**src/rtl/hazard_scoreboard_pkg.sv**
```systemverilog
// Shared definitions for the ID-stage hazard scoreboard: forwarding-select
// encoding and the layout of a packed in-flight slot entry.
package hazard_scoreboard_pkg;

    // Operand source select driven to the ID/EX operand muxes
    typedef enum logic [1:0] {
        SEL_RF  = 2'd0,
        SEL_EX  = 2'd1,
        SEL_MEM = 2'd2,
        SEL_WB  = 2'd3
    } fwd_sel_e;

    // Packed slot entry layout, LSB first: valid, we, late, then waddr
    localparam int SB_VALID_BIT = 0;
    localparam int SB_WE_BIT    = 1;
    localparam int SB_LATE_BIT  = 2;
    localparam int SB_WADDR_LSB = 3;

    // Total entry width for a given register address width
    function automatic int sb_entry_w(input int addr_w);
        return SB_WADDR_LSB + addr_w;
    endfunction

endpackage

```
**src/rtl/hazard_scoreboard_sb_slot.sv**
```systemverilog
// One pipeline slot of the hazard scoreboard: a packed entry register with
// synchronous clear (reset or flush), hold (downstream stall) and load.
module sb_slot #(
    parameter int W = 8
) (
    input  logic         clk,
    input  logic         rst,
    input  logic         clr,
    input  logic         hold,
    input  logic [W-1:0] d,
    output logic [W-1:0] q
);

    logic [W-1:0] slot_r;

    // Slot register: reset/clear empty it, hold freezes it, otherwise advance
    always_ff @(posedge clk) begin
        if (rst) begin
            slot_r <= {W{1'b0}};
        end else if (clr) begin
            slot_r <= {W{1'b0}};
        end else if (hold) begin
            slot_r <= slot_r;
        end else begin
            slot_r <= d;
        end
    end

    assign q = slot_r;

endmodule

```
**src/rtl/hazard_scoreboard.sv**
```systemverilog
// ID-stage hazard scoreboard. Tracks destination registers of instructions in
// EX, MEM and WB, selects per-operand forwarding sources and requests a
// load-use stall. Slots hold on a downstream stall and empty on a flush.
module hazard_scoreboard
    import hazard_scoreboard_pkg::*;
#(
    parameter int REG_ADDR_W = 5,
    parameter bit FWD_WB     = 1'b1
) (
    input  logic                  clk,
    input  logic                  rst,
    input  logic                  id_valid,
    input  logic                  reg_read_en_1,
    input  logic [REG_ADDR_W-1:0] reg_addr_1,
    input  logic                  reg_read_en_2,
    input  logic [REG_ADDR_W-1:0] reg_addr_2,
    input  logic                  reg_write_en,
    input  logic [REG_ADDR_W-1:0] reg_write_addr,
    input  logic                  id_late_result,
    input  logic                  stall_in,
    input  logic                  flush,
    output logic                  stall_req,
    output logic [1:0]            fwd_sel_1,
    output logic [1:0]            fwd_sel_2
);

    localparam int ENTRY_W = sb_entry_w(REG_ADDR_W);

    logic [ENTRY_W-1:0] id_entry_s;
    logic [ENTRY_W-1:0] ex_slot_r;
    logic [ENTRY_W-1:0] mem_slot_r;
    logic [ENTRY_W-1:0] wb_slot_r;
    logic               stall_s;
    logic [1:0]         fwd_sel_1_s;
    logic [1:0]         fwd_sel_2_s;

    // A slot supplies an operand only for a real, enabled, non-$0 read of its destination
    function automatic logic slot_hit(
        input logic                  rd_en,
        input logic [REG_ADDR_W-1:0] addr,
        input logic [ENTRY_W-1:0]    slot
    );
        return rd_en
            && (addr != {REG_ADDR_W{1'b0}})
            && slot[SB_VALID_BIT]
            && slot[SB_WE_BIT]
            && (slot[SB_WADDR_LSB +: REG_ADDR_W] == addr);
    endfunction

    // Operand source decode with youngest-wins priority EX > MEM > WB
    function automatic fwd_sel_e operand_sel(
        input logic                  rd_en,
        input logic [REG_ADDR_W-1:0] addr,
        input logic [ENTRY_W-1:0]    ex,
        input logic [ENTRY_W-1:0]    mem,
        input logic [ENTRY_W-1:0]    wb
    );
        fwd_sel_e sel;
        if (slot_hit(rd_en, addr, ex)) begin
            sel = SEL_EX;
        end else if (slot_hit(rd_en, addr, mem)) begin
            sel = SEL_MEM;
        end else if (slot_hit(rd_en, addr, wb)) begin
            // Write-through register file already holds the WB value
            sel = FWD_WB ? SEL_WB : SEL_RF;
        end else begin
            sel = SEL_RF;
        end
        return sel;
    endfunction

    // Load-use hazard: a late-result producer sits in EX and ID reads its destination
    always_comb begin
        stall_s = 1'b0;
        if (id_valid && ex_slot_r[SB_LATE_BIT]) begin
            stall_s = slot_hit(reg_read_en_1, reg_addr_1, ex_slot_r)
                   || slot_hit(reg_read_en_2, reg_addr_2, ex_slot_r);
        end else begin
            stall_s = 1'b0;
        end
    end

    // Forwarding selects; always decoded, even while a stall is requested
    always_comb begin
        fwd_sel_1_s = operand_sel(reg_read_en_1, reg_addr_1, ex_slot_r, mem_slot_r, wb_slot_r);
        fwd_sel_2_s = operand_sel(reg_read_en_2, reg_addr_2, ex_slot_r, mem_slot_r, wb_slot_r);
    end

    // Entry offered to the EX slot: the ID instruction, or a bubble when stalled/invalid
    always_comb begin
        id_entry_s = {ENTRY_W{1'b0}};
        if (id_valid && !stall_s) begin
            id_entry_s[SB_VALID_BIT]                    = 1'b1;
            id_entry_s[SB_WE_BIT]                       = reg_write_en;
            id_entry_s[SB_LATE_BIT]                     = id_late_result;
            id_entry_s[SB_WADDR_LSB +: REG_ADDR_W]      = reg_write_addr;
        end else begin
            id_entry_s = {ENTRY_W{1'b0}};
        end
    end

    sb_slot #(.W(ENTRY_W)) u_ex_slot (
        .clk  (clk),
        .rst  (rst),
        .clr  (flush),
        .hold (stall_in),
        .d    (id_entry_s),
        .q    (ex_slot_r)
    );

    sb_slot #(.W(ENTRY_W)) u_mem_slot (
        .clk  (clk),
        .rst  (rst),
        .clr  (flush),
        .hold (stall_in),
        .d    (ex_slot_r),
        .q    (mem_slot_r)
    );

    sb_slot #(.W(ENTRY_W)) u_wb_slot (
        .clk  (clk),
        .rst  (rst),
        .clr  (flush),
        .hold (stall_in),
        .d    (mem_slot_r),
        .q    (wb_slot_r)
    );

    assign stall_req = stall_s;
    assign fwd_sel_1 = fwd_sel_1_s;
    assign fwd_sel_2 = fwd_sel_2_s;

endmodule

```
**config.mk**
```make
export PLATFORM = sky130hd
export DESIGN_NAME = hazard_scoreboard
export DESIGN_NICKNAME = d
export VERILOG_FILES = /design/src/rtl/hazard_scoreboard_pkg.sv /design/src/rtl/hazard_scoreboard_sb_slot.sv /design/src/rtl/hazard_scoreboard.sv
export SDC_FILE = /design/constraint.sdc
export NUM_CORES = 1
export LEC_CHECK = 0
export CAP_MARGIN = 25
export CORE_AREA = 2 2 54 56
export DETAILED_ROUTE_END_ITERATION = 8
export DIE_AREA = 0 0 56 58
export GPL_ROUTABILITY_DRIVEN = 1
export GPL_TIMING_DRIVEN = 0
export PLACE_DENSITY_LB_ADDON = 0.2
export SETUP_SLACK_MARGIN = 0.3
export SLEW_MARGIN = 20
export SYNTH_ARGS = -nofsm -noshare
export SYNTH_HDL_FRONTEND = slang
export SYNTH_HIERARCHICAL = 1
export SYNTH_SLANG_ARGS = --single-unit
export TNS_END_PERCENT = 30
```
**constraint.sdc**
```tcl
create_clock -name clk -period 3.9 [get_ports clk]
set_clock_uncertainty 0.1 [all_clocks]
set_input_delay 0.78 -clock clk [delete_from_list [all_inputs] [get_ports clk]]
set_output_delay 0.78 -clock clk [all_outputs]
set_load 0.02 [all_outputs]
```
* Word level (Yosys, flattened, before mapping)
Index checks and enable logic that the tools add are counted.
** Word-level totals
- Output and inout bits :: 5
- Logic and storage cells :: 44
- Bits in registers :: 24
** Operators by class
- Multiplexer cells :: 8
- Eq/ne operators :: 6
- Reduce and logical (&&, ||, !) cells :: 27
** Operator list (count)
- $eq A5 B5 Y1 :: 6
- $logic_and A1 B1 Y1 :: 22
- $mux W2 :: 6
- $reduce_bool A5 Y1 :: 2
- $mux W8 :: 1
- $reduce_or A2 Y1 :: 1
- $logic_not A1 Y1 :: 1
- $logic_or A1 B1 Y1 :: 1
- $mux W1 :: 1

* Logic depth before layout (Yosys ltp)
Gate-level depths: netlist (run 1).
- Depth in word-level cells :: 10
- Mapped depth :: 7

* Cells and area by module
Netlist (run 1), hierarchy kept.
** By module, submodules not included
- sb_slot :: instances 3, cells an instance 27, area an instance 295.3 sq um, sequential area each 160.2 sq um
- hazard_scoreboard :: instances 1, cells an instance 73, area an instance 514.2 sq um, sequential area each 0.0 sq um

* Least setup slack after synthesis (run 1)
Ideal clock, no wire load.
- Kind :: input port to output port
- From :: in reg_addr_1[1]
- To :: out stall_req
- Required time :: 3.020 ns
- Arrival :: 1.956 ns
- Setup slack :: 1.064 ns
- Stages :: 5
- Cell sequence :: or4_1 -> o21ai_2 -> nor4_2 -> o21a_4 -> and2_4
** On the way
- Word-level cells in the longest chain between the ends :: 7
- Elaborated cells on any way between the ends :: 8
- Classes of those cells :: eq/ne (1); mux (1); reduce/logical (6)
** Ends and longest elaborated chain
- from (decl) :: line hazard_scoreboard.sv:14 : input logic [REG_ADDR_W-1:0] reg_addr_1,
- $reduce_bool A5 Y1 :: line hazard_scoreboard.sv:44 : && (addr != {REG_ADDR_W{1'b0}})
- $logic_and A1 B1 Y1 :: line hazard_scoreboard.sv:44
- $logic_and A1 B1 Y1 :: line hazard_scoreboard.sv:45 : && slot[SB_VALID_BIT]
- $logic_and A1 B1 Y1 :: line hazard_scoreboard.sv:46 : && slot[SB_WE_BIT]
- $logic_and A1 B1 Y1 (*) :: line hazard_scoreboard.sv:47 : && (slot[SB_WADDR_LSB +: REG_ADDR_W] == addr);
- $logic_or A1 B1 Y1 (*) :: line hazard_scoreboard.sv:77 : || slot_hit(reg_read_en_2, reg_addr_2, ex_slot_r);
- $mux W1 (*) :: line hazard_scoreboard.sv:75 : if (id_valid && ex_slot_r[SB_LATE_BIT]) begin
- to (decl) :: line hazard_scoreboard.sv:22 : output logic stall_req,
Mark *: on every way between the ends. The rest lies on a longest branch, timed or not.

* Worst setup path in the final report (run 1)
- From :: in reg_addr_2[1]
- To :: out stall_req
** On the way
- Word-level cells in the longest chain between the ends :: 7
- Elaborated cells on any way between the ends :: 8
- Classes of those cells :: eq/ne (1); mux (1); reduce/logical (6)
** Ends and longest elaborated chain
- from (decl) :: line hazard_scoreboard.sv:16 : input logic [REG_ADDR_W-1:0] reg_addr_2,
- $reduce_bool A5 Y1 :: line hazard_scoreboard.sv:44
- $logic_and A1 B1 Y1 :: line hazard_scoreboard.sv:44
- $logic_and A1 B1 Y1 :: line hazard_scoreboard.sv:45
- $logic_and A1 B1 Y1 :: line hazard_scoreboard.sv:46
- $logic_and A1 B1 Y1 (*) :: line hazard_scoreboard.sv:47
- $logic_or A1 B1 Y1 (*) :: line hazard_scoreboard.sv:77
- $mux W1 (*) :: line hazard_scoreboard.sv:75
Marked as above.

==> results of run 1 <==
[cell usage in the layout (no fill, tap or decap), types with 3 or more instances in the layout]
master	n
or2_1	3
xor2_1	6
or4_1	6
dfxtp_1	22
dlygate4sd2_1	3
clkbuf_4	3
dlymetal6s2s_1	6
nand4_1	6
nand2_1	10
nand2b_1	4
buf_4	3
clkdlybuf4s50_1	17
xnor2_1	24
buf_6	3
nor2_1	29
mux2i_1	22
[registers in the layout, indices dropped and copies added, names as in the netlist]
register,count
u_ex_slot/q,8
u_mem_slot/q,7
u_wb_slot/q,7
[how the worst max path moves through the flow]
stage,from,end,depth (start not counted)
floorplan,reg_addr_1[1],stall_req,5
global placement,reg_addr_2[0],stall_req,7
detailed placement,reg_addr_2[0],stall_req,7
CTS,reg_addr_1[3],fwd_sel_1[1],6
global route,reg_addr_2[2],stall_req,7
finish,reg_addr_2[1],stall_req,7
[critical path: stages]
cell             delay (ns)
clkdlybuf4s50_1        0.50
or4_1                  0.56
o21ai_2                0.22
nor4_4                 0.09
o21a_4                 0.24
and2_4                 0.16
dlygate4sd2_1          0.31
[per-layer routing]
metal | up-vias | part of all wire
li1 | 560 | -
met1 | 521 | 0.43
met2 | 28 | 0.49
met3 | 8 | 0.045
met4 | 0 | 0.031
met5 | - | 0
[per-stage QoR]
step	util	worst slack (ns)
2_1_floorplan	-	1.06
3_3_place_gp	0.613	-0.136
3_5_place_dp	0.613	-0.165
4_1_cts	0.627	0.0794
5_1_grt	0.636	0.0818
6_report	0.636	0.152
[repair_timing]
action	in CTS	in global routing
pin swaps	0	0
setup endpoints to repair	5	5
hold buffers	0	0
resized for setup	4	7
[where the power goes]
part | leakage (nW) | internal [mW] | switching [mW]
Combinational | 0.531 | 0.0438 | 0.0325
Clock | 0.0210 | 0.0568 | 0.0635
Sequential | 0.178 | 0.227 | 0.00290
Total | 0.730 | 0.328 | 0.0989
[final cells by class]
type / count / area share
Tap cell: 31 / 0.0229
Timing Repair Buffer: 26 / 0.160
Clock buffer: 4 / 0.0214
Sequential cell: 22 / 0.260
Multi-Input combinational cell: 119 / 0.500
Buffer: 7 / 0.0355
==> flow_summary.ini, run 1 <==
[drt]
firstDrtPassIters = 4
wl_per_cell_um = 14.3
postRouteWirelength_um = 2990
vias_per_cell = 5.34
drt_iter0_drc = 25
drc = 0
vias = 1117
ant_nets = 0

[floorplanning]
die_w_um = 56
die_area_um2 = 3250
start_util = 0.500
row_count = 19
boundaryPins = 29
fp.dieH_um = 58
core_um2 = 2660

[place]
dp_hpwl_um = 2390
placedCellCount = 205
portBuffers = 26
gp_routability_congestion = 0.846
placement.cell_area_um2 = 1630

[worst_setup_path]
critical_path_class = input pin to primary output
crit_fanout = 9
cp.required_ns = 3.02
worstPathArrival_ns = 2.87
r2r_slack_ns = 2.12
worst-r2r-cell-count = 7
cp-end-kind = primary output
startpoint_type = input pin
reg2reg_from = u_ex_slot/q[6]$_SDFFE_PP0N_
r2r_end = u_ex_slot/q[1]$_SDFFE_PP0N_

[global_route]
busiest_layer = met2
met3_usage = 0.0402
grt_pass1_wl_um = 5210
grt_max_degree = 13
overflow = 0
met1_usage = 0.242
grt_pass1_vias = 1179
grtUsageTotal = 0.205
grt.met2_usage = 0.351
antenna_found_initial = 0

[pwr]
leakage_nw = 0.730
power_mw = 0.426
p_per_area_nw_per_um2 = 252
ir_drop_v = 0.000193

[yosys]
syn_nets = 172
yosysWarnings = 6
syn_avg_cell_area_um2 = 9.00
synthCells = 148
netlist_area_um2 = 1330

[sta]
maxSlewHeadroom = 0.773
tightest_slew_ns = 0.338
slew_viol_final = 0
fin_hold_ws_ns = 0.428
period_needed_ns = 3.75
fmax_mhz = 267
setup-tns-final_ns = 0
period_share = 0.961
setup_viol = 0
finalHoldViolations = 0
rsz0062_at_grt = yes

[final_layout]
layoutNonFillerInstCount = 209
multi_input_area_um2 = 847
layout-drive-gt1-share = 0.0899
fin_nets = 203
fillers = 242
seq_area_um2 = 440
final_area_um2 = 1690
area_delta_synth_final_pct = 27.1
antenna_cells = 0

[clock_network]
numCtsBuffers = 3
cts_tree = built
max-clock-path-buffers = 2
cts.sinks = 22
cts_root_buf = clkbuf_4
clock_latency_ns = 0.29
cts.clk_slew.worst_paths_ns = 0.11
cts_htree_levels = 1
cts_setup_buffers = 0

[worst_hold_path]
hold_end = u_wb_slot/q[1]$_SDFFE_PP0N_
worstHoldPathCells = 2
worstHoldStart = u_wb_slot/q[1]$_SDFFE_PP0N_
hold_class = flop to flop

[flow_run]
maxCapViolations = 0

[run_status]
status = finished clean
(Power assumes the default switching activity.)
==> inputs of run 2 (changes only) <==
Settings changed: CORE_AREA 2 2 54 56 to 2 2 78 80, CTS_BUF_LIST from default to sky130_fd_sc_hd__clkbuf_8, DIE_AREA 0 0 56 58 to 0 0 80 82.
==> flow_summary.ini, run 2 (same netlist as run 1, synthesis figures left out) <==
[final_layout]
fillers = 644
largest_register_ffs = 8
final_common_cell = nor2_1
area_delta_synth_final_pct = 30.6
seq_area_um2 = 440
multi_input_area_um2 = 838
antenna_cells = 0
layout_common_cells = nor2_1 (29), xnor2_1 (24), mux2i_1 (22), dfxtp_1 (22), clkdlybuf4s50_1 (16)
fin_nets = 203
layout-drive-gt1-share = 0.0904

[worst_setup_path]
crit_fanout = 9
cp-end-kind = primary output
r2r_slack_ns = 2.11
r2r_end = u_ex_slot/q[6]$_SDFFE_PP0N_
worst-r2r-cell-count = 7
startpoint_type = input pin
critical_path_class = input pin to primary output
worstPathArrival_ns = 2.84
crit_start = reg_addr_1[1]
reg2reg_from = u_ex_slot/q[3]$_SDFFE_PP0N_
cp.required_ns = 3.02
endpoint = stall_req

[sta]
fmax_mhz = 269
fin_hold_ws_ns = 0.409
period_share = 0.955
maxSlewHeadroom = 0.725
setup_viol = 0
tightest_slew_ns = 0.409
period_needed_ns = 3.72
slew_viol_final = 0
setup-tns-final_ns = 0
finalHoldViolations = 0
rsz0062_at_grt = yes

[drt]
ant_nets = 0
wl_met2_um = 1460
drt_iter0_drc = 23
vias_per_cell = 4.26
firstDrtPassIters = 4
vias = 1074
m1WireLength_um = 1440
dr_wl_met3_um = 168
wl_per_cell_um = 12.4
drc = 0
postRouteWirelength_um = 3110
top_layer = met4

[pwr]
ir_drop_v = 0.0000900
leakage_nw = 0.724
switching_share = 0.231
power_mw = 0.441
p_per_area_nw_per_um2 = 253
power_frac_comb = 0.170
seq_power_share = 0.521
net-switching-power_mw = 0.102
p_int_mw = 0.339
clockPowerShare = 0.309

[clock_network]
cts.sinks = 22
cts_root_buf = clkbuf_8
cts.clk_slew.worst_paths_ns = 0.07
clock_latency_ns = 0.26
max-clock-path-buffers = 2
cts_htree_levels = 1
cts_tree = built
numCtsBuffers = 3

[worst_hold_path]
hold_class = flop to flop

[global_route]
overflow = 0
antenna_found_initial = 0
grt_pass1_wl_um = 5040
grtUsageTotal = 0.101
grt_pass1_vias = 1056
grt_max_degree = 12

[place]
dp_hpwl_um = 2520
portBuffers = 26
gp_routability_congestion = 0.776

[floorplanning]
start_util = 0.232
core_um2 = 5750
die_w_um = 80
fp.dieH_um = 82
boundaryPins = 29
row_count = 28
die_area_um2 = 6560

[run_status]
status = finished clean

[flow_run]
maxCapViolations = 0
[run 2: cell count changes in the layout (fill, tap and decap cells not counted), sizes merged]
cell,before,now
clkdlybuf4s50,17,16
[run 2: final cells by class]
type	count	area share
Multi-Input combinational cell	119	0.482
Sequential cell	22	0.253
Timing Repair Buffer	26	0.153
Tap cell	75	0.0539
Buffer	7	0.0345
Clock buffer	3	0.0237
[run 2: power by group through the flow]
stage / Clock [mW] / Combinational, mW / Sequential, mW
2_1_floorplan: 0 / 0.0427 / 0.234
3_3_place_gp: 0 / 0.0767 / 0.235
3_5_place_dp: 0 / 0.0763 / 0.235
4_1_cts: 0.145 / 0.0763 / 0.230
5_1_grt: 0.151 / 0.0825 / 0.230
6_report: 0.136 / 0.0750 / 0.230
[run 2: worst min-delay path by stage]
stage,startpoint,end,slack (ns),cells past startpoint
floorplan,u_wb_slot/q[0]$_SDFFE_PP0N_,u_wb_slot/q[0]$_SDFFE_PP0N_,0.36,2
global placement,u_wb_slot/q[0]$_SDFFE_PP0N_,u_wb_slot/q[0]$_SDFFE_PP0N_,0.39,2
detailed placement,u_wb_slot/q[1]$_SDFFE_PP0N_,u_wb_slot/q[1]$_SDFFE_PP0N_,0.40,2
CTS,u_wb_slot/q[1]$_SDFFE_PP0N_,u_wb_slot/q[1]$_SDFFE_PP0N_,0.42,2
global route,u_wb_slot/q[1]$_SDFFE_PP0N_,u_wb_slot/q[1]$_SDFFE_PP0N_,0.44,2
finish,u_wb_slot/q[0]$_SDFFE_PP0N_,u_wb_slot/q[0]$_SDFFE_PP0N_,0.41,2
[run 2: metrics by stage]
stage	util	cells	worst slack, ns	cell area, um^2
after global placement	0.294	249	-0.234	1690
after detailed placement	0.294	249	-0.219	1690
after global routing	0.303	252	0.0863	1740
after floorplan	-	148	1.06	1330
final	0.303	252	0.176	1740
after CTS	0.301	252	0.0629	1730
[run 2: worst max-delay path, stage by stage]
cell,delay (ns)
clkdlybuf4s50_1,0.50
or4_1,0.57
o21ai_2,0.19
nor4_2,0.09
o21a_4,0.26
and2_4,0.15
dlygate4sd2_1,0.31
[run 2: repair_timing]
action | in CTS | in global routing
buffers inserted | 0 | 0
setup endpoints to repair | 5 | 5
gates cloned | 0 | 0
hold buffers | 0 | 0
endpoints found under the hold margin | 0 | 0
gates resized for setup | 5 | 8
pin swaps | 0 | 0
[run 2: layer usage]
layer,GRT usage,up-vias
li1,-,551
met1,0.124,498
met2,0.172,21
met3,0.0264,4
met4,0.0356,0
met5,0,-
==> inputs of run 3 (changes only) <==
Settings changed: CORE_AREA 2 2 78 80 to 2 2 59 61, DIE_AREA 0 0 80 82 to 0 0 61 63, PLACE_DENSITY from default to 0.69, PLACE_DENSITY_LB_ADDON 0.2 to default.
==> flow_summary.ini, run 3 (same netlist as run 1, synthesis figures left out) <==
[global_route]
antenna_found_initial = 0
grtUsageTotal = 0.165
grt_max_degree = 12
grt_pass1_vias = 1129
overflow = 0
grt_pass1_wl_um = 4830

[pwr]
switching_share = 0.218
p_int_mw = 0.339
net-switching-power_mw = 0.0946
leakage_nw = 0.713
power_mw = 0.434
seq_power_share = 0.529
power_frac_comb = 0.174
clockPowerShare = 0.297
ir_drop_v = 0.000138
p_per_area_nw_per_um2 = 255

[drt]
ant_nets = 0
drt_iter0_drc = 49
vias_per_cell = 4.87
firstDrtPassIters = 4
drc = 0
vias = 1087
wl_per_cell_um = 12.7
postRouteWirelength_um = 2830

[final_layout]
area_delta_synth_final_pct = 27.8
layout-drive-gt1-share = 0.0904
fin_nets = 203
fin_util = 0.527
largest_register_ffs = 8
layout_common_cells = nor2_1 (29), xnor2_1 (24), mux2i_1 (22), dfxtp_1 (22), clkdlybuf4s50_1 (18)
antenna_cells = 0
final_common_cell = nor2_1

[worst_setup_path]
critical_path_class = input pin to primary output
worstPathArrival_ns = 2.85
startpoint_type = input pin
crit_fanout = 9
r2r_slack_ns = 2.13
cp.required_ns = 3.02
cp-end-kind = primary output

[floorplanning]
die_w_um = 61
die_area_um2 = 3840
boundaryPins = 29
row_count = 21
fp.dieH_um = 63
start_util = 0.412
core_um2 = 3230

[place]
gp_routability_congestion = 0.849
dp_slack_ns = -0.174
portBuffers = 26

[sta]
setup_ws_ns = 0.170
period_share = 0.956
setup-tns-final_ns = 0
maxSlewHeadroom = 0.742
tightest_slew_ns = 0.384
finalHoldViolations = 0
period_needed_ns = 3.73
slew_viol_final = 0
rsz0062_at_grt = yes
setup_viol = 0
fmax_mhz = 268

[clock_network]
clock_latency_ns = 0.25
cts_root_buf = clkbuf_8
cts.clk_slew.worst_paths_ns = 0.06
numCtsBuffers = 3
cts_setup_buffers = 0
cts.sinks = 22
cts_tree = built
hold_buffers = 0
max-clock-path-buffers = 2
cts_htree_levels = 1

[worst_hold_path]
hold_class = flop to flop

[run_status]
status = finished clean

[flow_run]
maxCapViolations = 0
==> run 3: changes by cell type in the layout (fill, tap and decap cells not counted), sizes merged <==
cell and delta:
clkdlybuf4s50 +2, dlygate4sd2 -1, dlymetal6s2s -1
==> run 3: power groups by stage <==
stage | Clock (mW) | Sequential, mW | Combinational, mW
2_1_floorplan | 0 | 0.234 | 0.0427
3_3_place_gp | 0 | 0.235 | 0.0736
3_5_place_dp | 0 | 0.235 | 0.0754
4_1_cts | 0.135 | 0.230 | 0.0757
5_1_grt | 0.144 | 0.230 | 0.0829
6_report | 0.129 | 0.230 | 0.0753
==> run 3: per-stage QoR <==
step	hold slack [ns]	instances	cell area [um^2]
finish	0.397	223	1700
global route	0.448	223	1700
CTS	0.403	223	1690
detailed placement	0.387	220	1650
global placement	0.380	220	1650
floorplan	0.364	148	1330
==> run 3: cell type report <==
| cell class | instances | area (um^2) |
|---|---|---|
| Timing Repair Buffer | 26 | 265 |
| Multi-Input combinational cell | 119 | 838 |
| Buffer | 7 | 60.1 |
| Fill cell | 310 | 1530 |
| Tap cell | 46 | 57.6 |
| Sequential cell | 22 | 440 |
| Clock buffer | 3 | 41.3 |
==> run 3: routing by layer <==
metal / track usage / up-vias / share of wire
met5: 0 / - / 0
li1: - / 556 / -
met1: 0.201 / 497 / 0.44
met3: 0.0269 / 6 / 0.049
met2: 0.274 / 28 / 0.49
met4: 0.0788 / 0 / 0.017
==> run 3: path summary, 6_finish.rpt <==
| kind | startpoint | end | cells after the start |
|---|---|---|---|
| worst min-delay path | u_wb_slot/q[1]$_SDFFE_PP0N_ | u_wb_slot/q[1]$_SDFFE_PP0N_ | 2 |
| worst max register to register | u_ex_slot/q[6]$_SDFFE_PP0N_ | u_ex_slot/q[0]$_SDFFE_PP0N_ | 7 |
| worst min register to register | u_wb_slot/q[1]$_SDFFE_PP0N_ | u_wb_slot/q[1]$_SDFFE_PP0N_ | 2 |
| worst max-delay path | reg_addr_1[1] | stall_req | 7 |
==> run 3: critical path, cell delays in order <==
cell and delay [ns]:
clkdlybuf4s50_1 0.52, or4_1 0.57, o21ai_2 0.17, nor4_2 0.09
o21a_4 0.25, and2_4 0.15, dlygate4sd2_1 0.31
==> run 3: what timing repair did <==
| action | 4_1_cts | 5_1_grt |
|---|---|---|
| gates resized for setup | 4 | 7 |
| setup endpoints to repair | 5 | 5 |
| pin swaps | 0 | 0 |
